--- src/rtl/uart_top.sv ---
// uart_top: 8-bit bus UART with TX/RX FIFOs, 16-bit bit-period divider, W1C error flags.
// Define UART_PARITY_EN for an even parity bit (8E1); the default build is 8N1.
module uart_fifo #(
    parameter int AW = 2
) (
    input  logic       clk,
    input  logic       reset,
    input  logic       push,
    input  logic       pop,
    input  logic [7:0] wdata,
    output logic [7:0] rdata,
    output logic       empty,
    output logic       full
);
    logic [7:0]    mem [2**AW];
    logic [AW-1:0] wp;
    logic [AW-1:0] rp;
    logic [AW:0]   count;
    logic          do_push;
    logic          do_pop;

    assign empty   = (count == '0);
    assign full    = count[AW];
    assign do_pop  = pop && !empty;
    // A full FIFO still accepts a push when the head leaves in the same cycle.
    assign do_push = push && (!full || do_pop);
    assign rdata   = mem[rp];

    always_ff @(posedge clk) begin
        if (do_push) mem[wp] <= wdata;
    end

    always_ff @(posedge clk) begin
        if (reset) begin
            wp    <= '0;
            rp    <= '0;
            count <= '0;
        end else begin
            if (do_push) wp <= wp + 1'b1;
            if (do_pop)  rp <= rp + 1'b1;
            case ({do_push, do_pop})
                2'b10:   count <= count + 1'b1;
                2'b01:   count <= count - 1'b1;
                default: count <= count;
            endcase
        end
    end
endmodule

module uart_top #(
    parameter int          ADDR_LSB          = 0,
    parameter int          OPT_MEM_ADDR_BITS = 1,
    parameter int          FIFO_AW           = 2,
    parameter logic [15:0] BAUD_DIV_RESET    = 16'd867
) (
    input  logic       clk,
    input  logic       reset,
    input  logic [7:0] addr,
    input  logic [7:0] din,
    output logic [7:0] dout,
    input  logic       wr_en,
    input  logic       rd_en,
    output logic       txd,
    input  logic       rxd,
    output logic       irq
);
    typedef enum logic [2:0] {
        S_IDLE, S_START, S_DATA, S_PAR, S_STOP
    } state_t;

    localparam logic [OPT_MEM_ADDR_BITS:0] R_DATA = 0;
    localparam logic [OPT_MEM_ADDR_BITS:0] R_STAT = 1;
    localparam logic [OPT_MEM_ADDR_BITS:0] R_BLO  = 2;
    localparam logic [OPT_MEM_ADDR_BITS:0] R_BHI  = 3;

    logic [OPT_MEM_ADDR_BITS:0] sel;
    logic [15:0] div;
    logic        tx_push, tx_pop, tx_empty, tx_full;
    logic [7:0]  tx_head;
    logic        rx_push, rx_pop, rx_empty, rx_full;
    logic [7:0]  rx_head;
    state_t      tx_state, rx_state;
    logic [15:0] tx_cnt, rx_cnt;
    logic [2:0]  tx_bit, rx_bit;
    logic [7:0]  tx_sh, rx_sh;
    logic        rx_s1, rx_s2, rx_d;
    logic        overrun, frame_err, parity_err;
    logic        stop_at, ovr_set, frm_set, par_set, stat_wr;
    logic [7:0]  status;

    assign sel     = addr[ADDR_LSB+OPT_MEM_ADDR_BITS:ADDR_LSB];
    assign stat_wr = wr_en && (sel == R_STAT);
    assign tx_push = wr_en && (sel == R_DATA);
    assign rx_pop  = rd_en && (sel == R_DATA);
    assign tx_pop  = !tx_empty && ((tx_state == S_IDLE) ||
                     (tx_state == S_STOP && tx_cnt == '0));
    assign stop_at = (rx_state == S_STOP) && (rx_cnt == '0);
    assign rx_push = stop_at && rx_s2;
    assign frm_set = stop_at && !rx_s2;
    assign ovr_set = rx_push && rx_full && !rx_pop;

    uart_fifo #(.AW(FIFO_AW)) u_txf (
        .clk(clk), .reset(reset), .push(tx_push), .pop(tx_pop),
        .wdata(din), .rdata(tx_head), .empty(tx_empty), .full(tx_full)
    );

    uart_fifo #(.AW(FIFO_AW)) u_rxf (
        .clk(clk), .reset(reset), .push(rx_push), .pop(rx_pop),
        .wdata(rx_sh), .rdata(rx_head), .empty(rx_empty), .full(rx_full)
    );

    assign status = {parity_err, tx_state != S_IDLE, frame_err, overrun,
                     rx_full, !rx_empty, tx_empty, tx_full};

    always_comb begin
        dout = 8'h00;
        case (sel)
            R_DATA:  dout = rx_empty ? 8'h00 : rx_head;
            R_STAT:  dout = status;
            R_BLO:   dout = div[7:0];
            R_BHI:   dout = div[15:8];
            default: dout = 8'h00;
        endcase
    end

    always_ff @(posedge clk) begin
        if (reset) begin
            div       <= BAUD_DIV_RESET;
            overrun   <= 1'b0;
            frame_err <= 1'b0;
            irq       <= 1'b0;
        end else begin
            if (wr_en && sel == R_BLO) div[7:0]  <= din;
            if (wr_en && sel == R_BHI) div[15:8] <= din;
            overrun   <= ovr_set | (overrun & ~(stat_wr & din[4]));
            frame_err <= frm_set | (frame_err & ~(stat_wr & din[5]));
            irq       <= !rx_empty | overrun | frame_err | parity_err;
        end
    end

    always_ff @(posedge clk) begin
        if (reset) begin
            tx_state <= S_IDLE;
            txd      <= 1'b1;
            tx_cnt   <= '0;
            tx_bit   <= '0;
            tx_sh    <= '0;
        end else begin
            case (tx_state)
                S_IDLE: if (tx_pop) begin
                    tx_state <= S_START;
                    txd      <= 1'b0;
                    tx_cnt   <= div;
                    tx_sh    <= tx_head;
                end
                S_START: if (tx_cnt == '0) begin
                    tx_state <= S_DATA;
                    txd      <= tx_sh[0];
                    tx_cnt   <= div;
                    tx_bit   <= '0;
                end else tx_cnt <= tx_cnt - 1'b1;
                S_DATA: if (tx_cnt == '0) begin
                    tx_cnt <= div;
                    if (tx_bit == 3'd7) begin
`ifdef UART_PARITY_EN
                        tx_state <= S_PAR;
                        txd      <= ^tx_sh;
`else
                        tx_state <= S_STOP;
                        txd      <= 1'b1;
`endif
                    end else begin
                        tx_bit <= tx_bit + 1'b1;
                        txd    <= tx_sh[tx_bit + 3'd1];
                    end
                end else tx_cnt <= tx_cnt - 1'b1;
                S_PAR: if (tx_cnt == '0) begin
                    tx_state <= S_STOP;
                    txd      <= 1'b1;
                    tx_cnt   <= div;
                end else tx_cnt <= tx_cnt - 1'b1;
                S_STOP: if (tx_cnt == '0) begin
                    // Chain straight into the next start bit when data waits.
                    if (tx_pop) begin
                        tx_state <= S_START;
                        txd      <= 1'b0;
                        tx_cnt   <= div;
                        tx_sh    <= tx_head;
                    end else tx_state <= S_IDLE;
                end else tx_cnt <= tx_cnt - 1'b1;
                default: tx_state <= S_IDLE;
            endcase
        end
    end

    always_ff @(posedge clk) begin
        if (reset) begin
            rx_s1    <= 1'b1;
            rx_s2    <= 1'b1;
            rx_d     <= 1'b1;
            rx_state <= S_IDLE;
            rx_cnt   <= '0;
            rx_bit   <= '0;
            rx_sh    <= '0;
        end else begin
            rx_s1 <= rxd;
            rx_s2 <= rx_s1;
            rx_d  <= rx_s2;
            case (rx_state)
                S_IDLE: if (!rx_s2 && rx_d) begin
                    rx_state <= S_START;
                    rx_cnt   <= div >> 1;
                end
                S_START: if (rx_cnt == '0) begin
                    rx_state <= rx_s2 ? S_IDLE : S_DATA;
                    rx_cnt   <= div;
                    rx_bit   <= '0;
                end else rx_cnt <= rx_cnt - 1'b1;
                S_DATA: if (rx_cnt == '0) begin
                    rx_sh  <= {rx_s2, rx_sh[7:1]};
                    rx_cnt <= div;
                    rx_bit <= rx_bit + 1'b1;
`ifdef UART_PARITY_EN
                    if (rx_bit == 3'd7) rx_state <= S_PAR;
`else
                    if (rx_bit == 3'd7) rx_state <= S_STOP;
`endif
                end else rx_cnt <= rx_cnt - 1'b1;
                S_PAR: if (rx_cnt == '0) begin
                    rx_state <= S_STOP;
                    rx_cnt   <= div;
                end else rx_cnt <= rx_cnt - 1'b1;
                // Leave at the mid-stop sample so a fast sender is not missed.
                S_STOP: if (rx_cnt == '0) rx_state <= S_IDLE;
                        else rx_cnt <= rx_cnt - 1'b1;
                default: rx_state <= S_IDLE;
            endcase
        end
    end

`ifdef UART_PARITY_EN
    logic par_bad;
    assign par_set = rx_push && par_bad;

    always_ff @(posedge clk) begin
        if (reset) begin
            par_bad    <= 1'b0;
            parity_err <= 1'b0;
        end else begin
            if (rx_state == S_PAR && rx_cnt == '0) par_bad <= rx_s2 ^ (^rx_sh);
            parity_err <= par_set | (parity_err & ~(stat_wr & din[7]));
        end
    end
`else
    assign par_set    = 1'b0;
    assign parity_err = par_set;
`endif
endmodule

--- config.mk ---
export PLATFORM = sky130hd
export DESIGN_NAME = uart_top
export DESIGN_NICKNAME = d
export VERILOG_FILES = /design/src/rtl/uart_top.sv
export SDC_FILE = /design/constraint.sdc
export NUM_CORES = 1
export LEC_CHECK = 0
export CAP_MARGIN = 20
export CORE_MARGIN = 2
export CORE_UTILIZATION = 58
export DETAILED_ROUTE_END_ITERATION = 12
export DONT_BUFFER_PORTS = 1
export PLACE_DENSITY = 0.83
export SLEW_MARGIN = 10
export SYNTH_ARGS = -nofsm -noshare
export SYNTH_HDL_FRONTEND = slang
export SYNTH_SLANG_ARGS = --single-unit
--- constraint.sdc ---
create_clock -name clk -period 3.1 [get_ports clk]
set_input_delay 0.62 -clock clk [delete_from_list [all_inputs] [get_ports clk]]
set_output_delay 0.62 -clock clk [all_outputs]
set_load 0.03 [all_outputs]
Yosys cells after proc, flatten, opt, wreduce, memory -nomap -nowiden
Memories as Yosys holds them, arrays and structs flattened. A register that Yosys moved wholly into a read port is not among the register bits. Cells that the tools add are included.

Bits of input ports: 21. RAM bits: 64. Register bits after elaboration: 97. Output and inout port bits: 10. Memories kept: 2. Word-level logic and storage cells: 185.

Memory list: u_rxf.mem (words 4, bits a word 8, rd ports 1, clocked after memory_dff 1, write ports 1, line 15) `logic [7:0] mem [2**AW];`; u_txf.mem (words 4, bits a word 8, rd ports 1, clocked after memory_dff 1, write ports 1, line 15).

Bitwise operators: 10. Magnitude comparators: 1. Add/subtract/negate cells: 12. Equality and inequality tests: 31. Reduce and logical (&&, ||, !) cells: 52. Mux-type cells: 54.

Operator list (number): two-way mux 16 bit (6); one-hot mux 16 bit (3 select lines) (2); two-way mux 3 bit (16); zero test 16 bit (2); one-hot mux 8 bit (4 select lines) (1); subtractor 16 x 1 -> 16 bit, second input constant (2); one-hot mux 3 bit (5 select lines) (2); two-way mux 8 bit (3); one-hot mux 3 bit (2 select lines) (4); inequality test 2 bit, second input constant (11); logical AND 1 bit (17); one-hot mux 8 bit (2 select lines) (1); adder 3 x 1 -> 3 bit, second input constant (4); == test 3 x 2 -> 1 bit, second input constant (4); == test 3 bit, second input constant (4); zero test 3 bit (4); two-way mux 1 bit (12); AND reduction 6 bit (2); two-way mux 2 bit (5); nonzero test 2 bit (5); nonzero test 3 bit (3); adder 2 x 1 -> 2 bit, second input constant (4); == test 2 bit, second input constant (4); == test 2 x 1 -> 1 bit, second input constant (3); other kinds (18) (39).

Depth between registers and ports, before layout
Depth after elaboration: 9. Gate-level depth with buffers: 15. Mapped depth without buffers: 13.

By module
From an unflattened synthesis, not the netlist that was laid out.

Cell total of the unflattened synthesis: 888. Area total of the unflattened synthesis: 8470.6 um^2.

Modules (own cells, without submodules): uart_top (seq. area each 1661.6 um^2, instances 1, area each 5227.5 um^2, cells an instance 696); uart_fifo (seq. area each 1141.1 um^2, instances 2, area each 1621.6 um^2, cells an instance 96).

Least setup slack after synthesis
Ideal clock, no wire load.

Path kind: reg-to-reg. Start: reg rx_cnt[0]. End: reg u_rxf.count[2]. Stages on the path, launching flop included: 13. Period minus slack after synthesis: 3.086 ns. Data arrival time: 3.015 ns. Slack: 0.014 ns. Buffers on the path: 0. Library setup time: 0.070 ns. Cells stage by stage: dfxtp_1 -> inv_1 -> ha_1 -> or4b_1 -> or4_4 -> nor4_4 -> inv_1 -> ha_1 -> inv_1 -> fa_1 -> xor2_1 -> or3_1 -> a21oi_1.

Word-level cells in the longest chain between the ends: 6. Elaborated cells on any way between the ends: 8. Those cells by class: eq/ne: 2; mux: 1; reduce/logical: 5.

Ends and longest elaborated chain: from (decl) (line 83) `logic [15:0] tx_cnt, rx_cnt;`; from (signal assigned) (line 212) `rx_cnt <= div >> 1;`; from (signal assigned) (line 216) `rx_cnt <= div;`; from (signal assigned) (line 218) `end else rx_cnt <= rx_cnt - 1'b1;`; zero test 16 bit * (line 97) `assign stop_at = (rx_state == S_STOP) && (rx_cnt == '0);`; logical AND 1 bit * (line 97); logical AND 1 bit * (line 98) `assign rx_push = stop_at && rx_s2;`; logical AND 1 bit * (line 26) `assign do_push = push && (!full || do_pop);`; == test 2 x 1 -> 1 bit or == test 2 bit (tied branches) (line 41) `case ({do_push, do_pop})`; one-hot mux 3 bit (2 select lines) or nonzero test 2 bit (tied branches); to (signal assigned) (line 42) `2'b10: count <= count + 1'b1;`; to (signal assigned) (line 43) `2'b01: count <= count - 1'b1;`; to (signal assigned) (line 44) `default: count <= count;`; to (decl) (line 18) `logic [AW:0] count;`.

Every way passes the cells marked *; elsewhere a longest branch is shown, timed or not. A chain may end at the register's enable or synchronous reset.

Final worst setup path
Ends and elaborated chain as after synthesis.

==> results.py <==
metrics = {
    "floorplan": {
        "rows": 43,
        "ios": 31,
        "die_h_um": 124,
        "initial_core_util": 0.598,
        "die_area_um2": 15400,
        "core-area_um2": 14000,
        "die_w_um": 124,
    },
    "placed_design": {
        "place.gp.congestion": 0.973,
        "dpl.hpwl_um": 14500,
        "portBuffers": 0,
    },
    "logic_synthesis": {
        "synth_nets": 896,
        "synth_cell_type_count": 79,
        "syn_avg_cell_area_um2": 9.78,
        "async_reset_ff_frac": 0,
        "yosysSeqAreaShare": 0.471,
        "yosys-top-cells-area": "dfxtp_1 24%, edfxtp_1 23%, mux4_2 4.8%",
        "syn_inst": 856,
        "synth-edff-count": 64,
        "ys.flop_type": "dfxtp_1",
        "yosysWarnings": 0,
        "synth_area_um2": 8370,
        "synth_top_area_cell": "dfxtp_1",
        "synth_seq_cells": 165,
        "synth_top_area_frac": 0.242,
    },
    "cts": {
        "clock-sinks": 165,
        "clk_latency_ns": 0.44,
        "cts-root-buf": "clkbuf_16",
        "holdBufCountCts": 0,
        "cts_buffers": 17,
        "cts_max_path_buffers": 2,
        "clk_pin_slew_ns": 0.06,
        "cts_tree": "yes",
        "htreeDepth": 4,
    },
    "sta": {
        "finalCritPeriodShare": 0.971,
        "fmax_mhz": 332,
        "setup_viol": 0,
        "worstMarginPinSlew_ns": 0.788,
        "period_minus_slack_ns": 3.01,
        "slew_headroom": 0.473,
        "hold_viol": 0,
        "skew_ns": 0.00904,
        "slew_violations": 0,
    },
    "final_layout": {
        "drive_above_1_share": 0.139,
        "synthToLayoutAreaGrowth_pct": 10.1,
        "layout.nets": 893,
        "final_util": 0.659,
        "mostFrequentLayoutCell": "dfxtp_1",
        "layout_common_cells": "100 x dfxtp_1, 87 x nand2_1, 70 x nor2_1",
        "antenna_cells": 0,
        "fill_cells": 1058,
    },
    "run": {
        "cap_violations": 0,
    },
    "global_routing": {
        "grtUsageTotal": 0.305,
        "grt_antenna_before_repair": 0,
        "grt_start_max_net_pins": 77,
        "grt_pass1_vias": 6655,
        "grt_pass1_wl_um": 35400,
        "grt_overflow": 0,
    },
    "setup_path": {
        "crit_end": "u_rxf.count[2]",
        "rrSetupSlack_ns": 0.09,
        "reg2reg_from": "rx_cnt[0]",
        "critical_path_class": "register to register",
        "critPathMaxFanout": 5,
        "crit_arrival_ns": 3.39,
        "worstSetupStartpointType": "register",
        "cp-end-kind": "register",
        "r2r_cells": 12,
        "critical_path.startpoint": "rx_cnt[0]",
        "r2r_end": "u_rxf.count[2]",
        "required_ns": 3.47,
    },
    "status": {
        "status": "completed",
    },
    "min_path": {
        "hold_path.class": "input port to register",
    },
    "pwr": {
        "p_leak_nw": 3.26,
        "peakVddDrop_mv": 0.538,
        "power_w": 0.00716,
        "power_density_nw_per_um2": 777,
    },
    "route": {
        "vias": 7115,
        "drtPass1Iterations": 8,
        "dr.first_iter.drc_count": 878,
        "via_per_inst": 6.81,
        "routed_wl_um": 22100,
        "drt-wirelength-per-cell_um": 21.1,
        "final_antenna_net_count": 0,
        "drc": 0,
    },
}
## where the power goes
| part | switching, W | internal (W) |
|---|---|---|
| clock network | 0.000919 | 0.00116 |
| registers | 0.000262 | 0.00242 |
| logic | 0.00144 | 0.000958 |
## worst min path at each step
stage,startpoint,to,slack [ns],depth (start not counted)
5_1_grt,reset,tx_bit[2],0.25,1
3_3_place_gp,rx_s1,rx_s2,0.41,1
6_report,reset,tx_cnt[10],0.26,1
2_1_floorplan,rx_s1,rx_s2,0.39,1
4_1_cts,reset,tx_cnt[10],0.25,1
3_5_place_dp,rx_s1,rx_s2,0.42,1
## logic make-up after synthesis
logic type      Yosys count  synth area share
buf+inv                  84            0.0408
fa+ha+maj                19            0.0302
compound gates          200             0.163
simple gates            334             0.204
flops                   165             0.471
mux                      42            0.0786
xor+xnor                 12            0.0126
## critical path: stages, from the launching register on
cell and delay [ns]:
dfxtp_2 0.34, inv_2 0.08, ha_1 0.15, or4b_4 0.46
or4_4 0.56, nor4_4 0.29, inv_1 0.09, ha_1 0.22
inv_1 0.07, fa_1 0.17, xor2_1 0.07, or3_1 0.33
a21oi_2 0.12
## registers in the layout (all words and copies together), names as in the netlist, 3 cells and up, named ones only
signal	flops
rx_bit	3
rx_cnt	16
rx_state	3
tx_bit	3
u_rxf.mem	32
tx_state	3
u_rxf.count	3
div	16
tx_cnt	16
u_txf.mem	32
rx_sh	8
tx_sh	8
u_txf.count	3
## through the flow
step | worst slack (ns) | TNS [ns] | hold slack (ns) | cells | area (um2)
after floorplan | 0.0144 | 0 | 0.389 | 856 | 8370
after global placement | 0.105 | 0 | 0.405 | 1013 | 8620
after detailed placement | 0.0312 | 0 | 0.418 | 1013 | 8620
after CTS | 0.0701 | 0 | 0.253 | 1044 | 9190
after global routing | -0.00811 | -0.00811 | 0.250 | 1045 | 9220
final | 0.0889 | 0 | 0.258 | 1045 | 9220
## metal layers
layer	vias up	GRT usage	part of all wire
met5	-	0	0
met4	0	0.119	0.039
met3	90	0.0742	0.093
li1	3209	-	-
met2	438	0.504	0.48
met1	3378	0.385	0.39
## final cells by class
type                            instances  area (um2)  area share
Tap cell                              180         225      0.0244
Clock buffer                           19         453      0.0491
Multi-Input combinational cell        607        4110       0.446
Sequential cell                       165        3950       0.428
Timing Repair Buffer                   37         278      0.0301
Inverter                               25        93.8      0.0102
Clock inverter                         12         115      0.0125
## timing repair
item                       4_1_cts  5_1_grt
pin swaps                        1        3
setup endpoints to repair        2        2
cloned                           0        0
setup buffers                    0        1
resized for setup                1        5
hold endpoints to repair         0        0
## cells in the mapped netlist (all sizes together) (8+ instances only)
| cell type | n |
|---|---|
| and2 | 10 |
| ha | 17 |
| mux2 | 10 |
| nor4 | 14 |
| mux4 | 18 |
| nor2 | 70 |
| clkbuf | 42 |
| a32o | 12 |
| nand3 | 42 |
| a32oi | 8 |
| or2 | 8 |
| nand2 | 87 |
| dfxtp | 101 |
| inv | 25 |
| mux2i | 14 |
| a31oi | 9 |
| nor3 | 34 |
| o211ai | 13 |
| edfxtp | 64 |
| o21ai | 36 |
| buf | 17 |
| a21oi | 60 |
| or3 | 16 |
No activity file was read; power rests on OpenSTA's default activity.
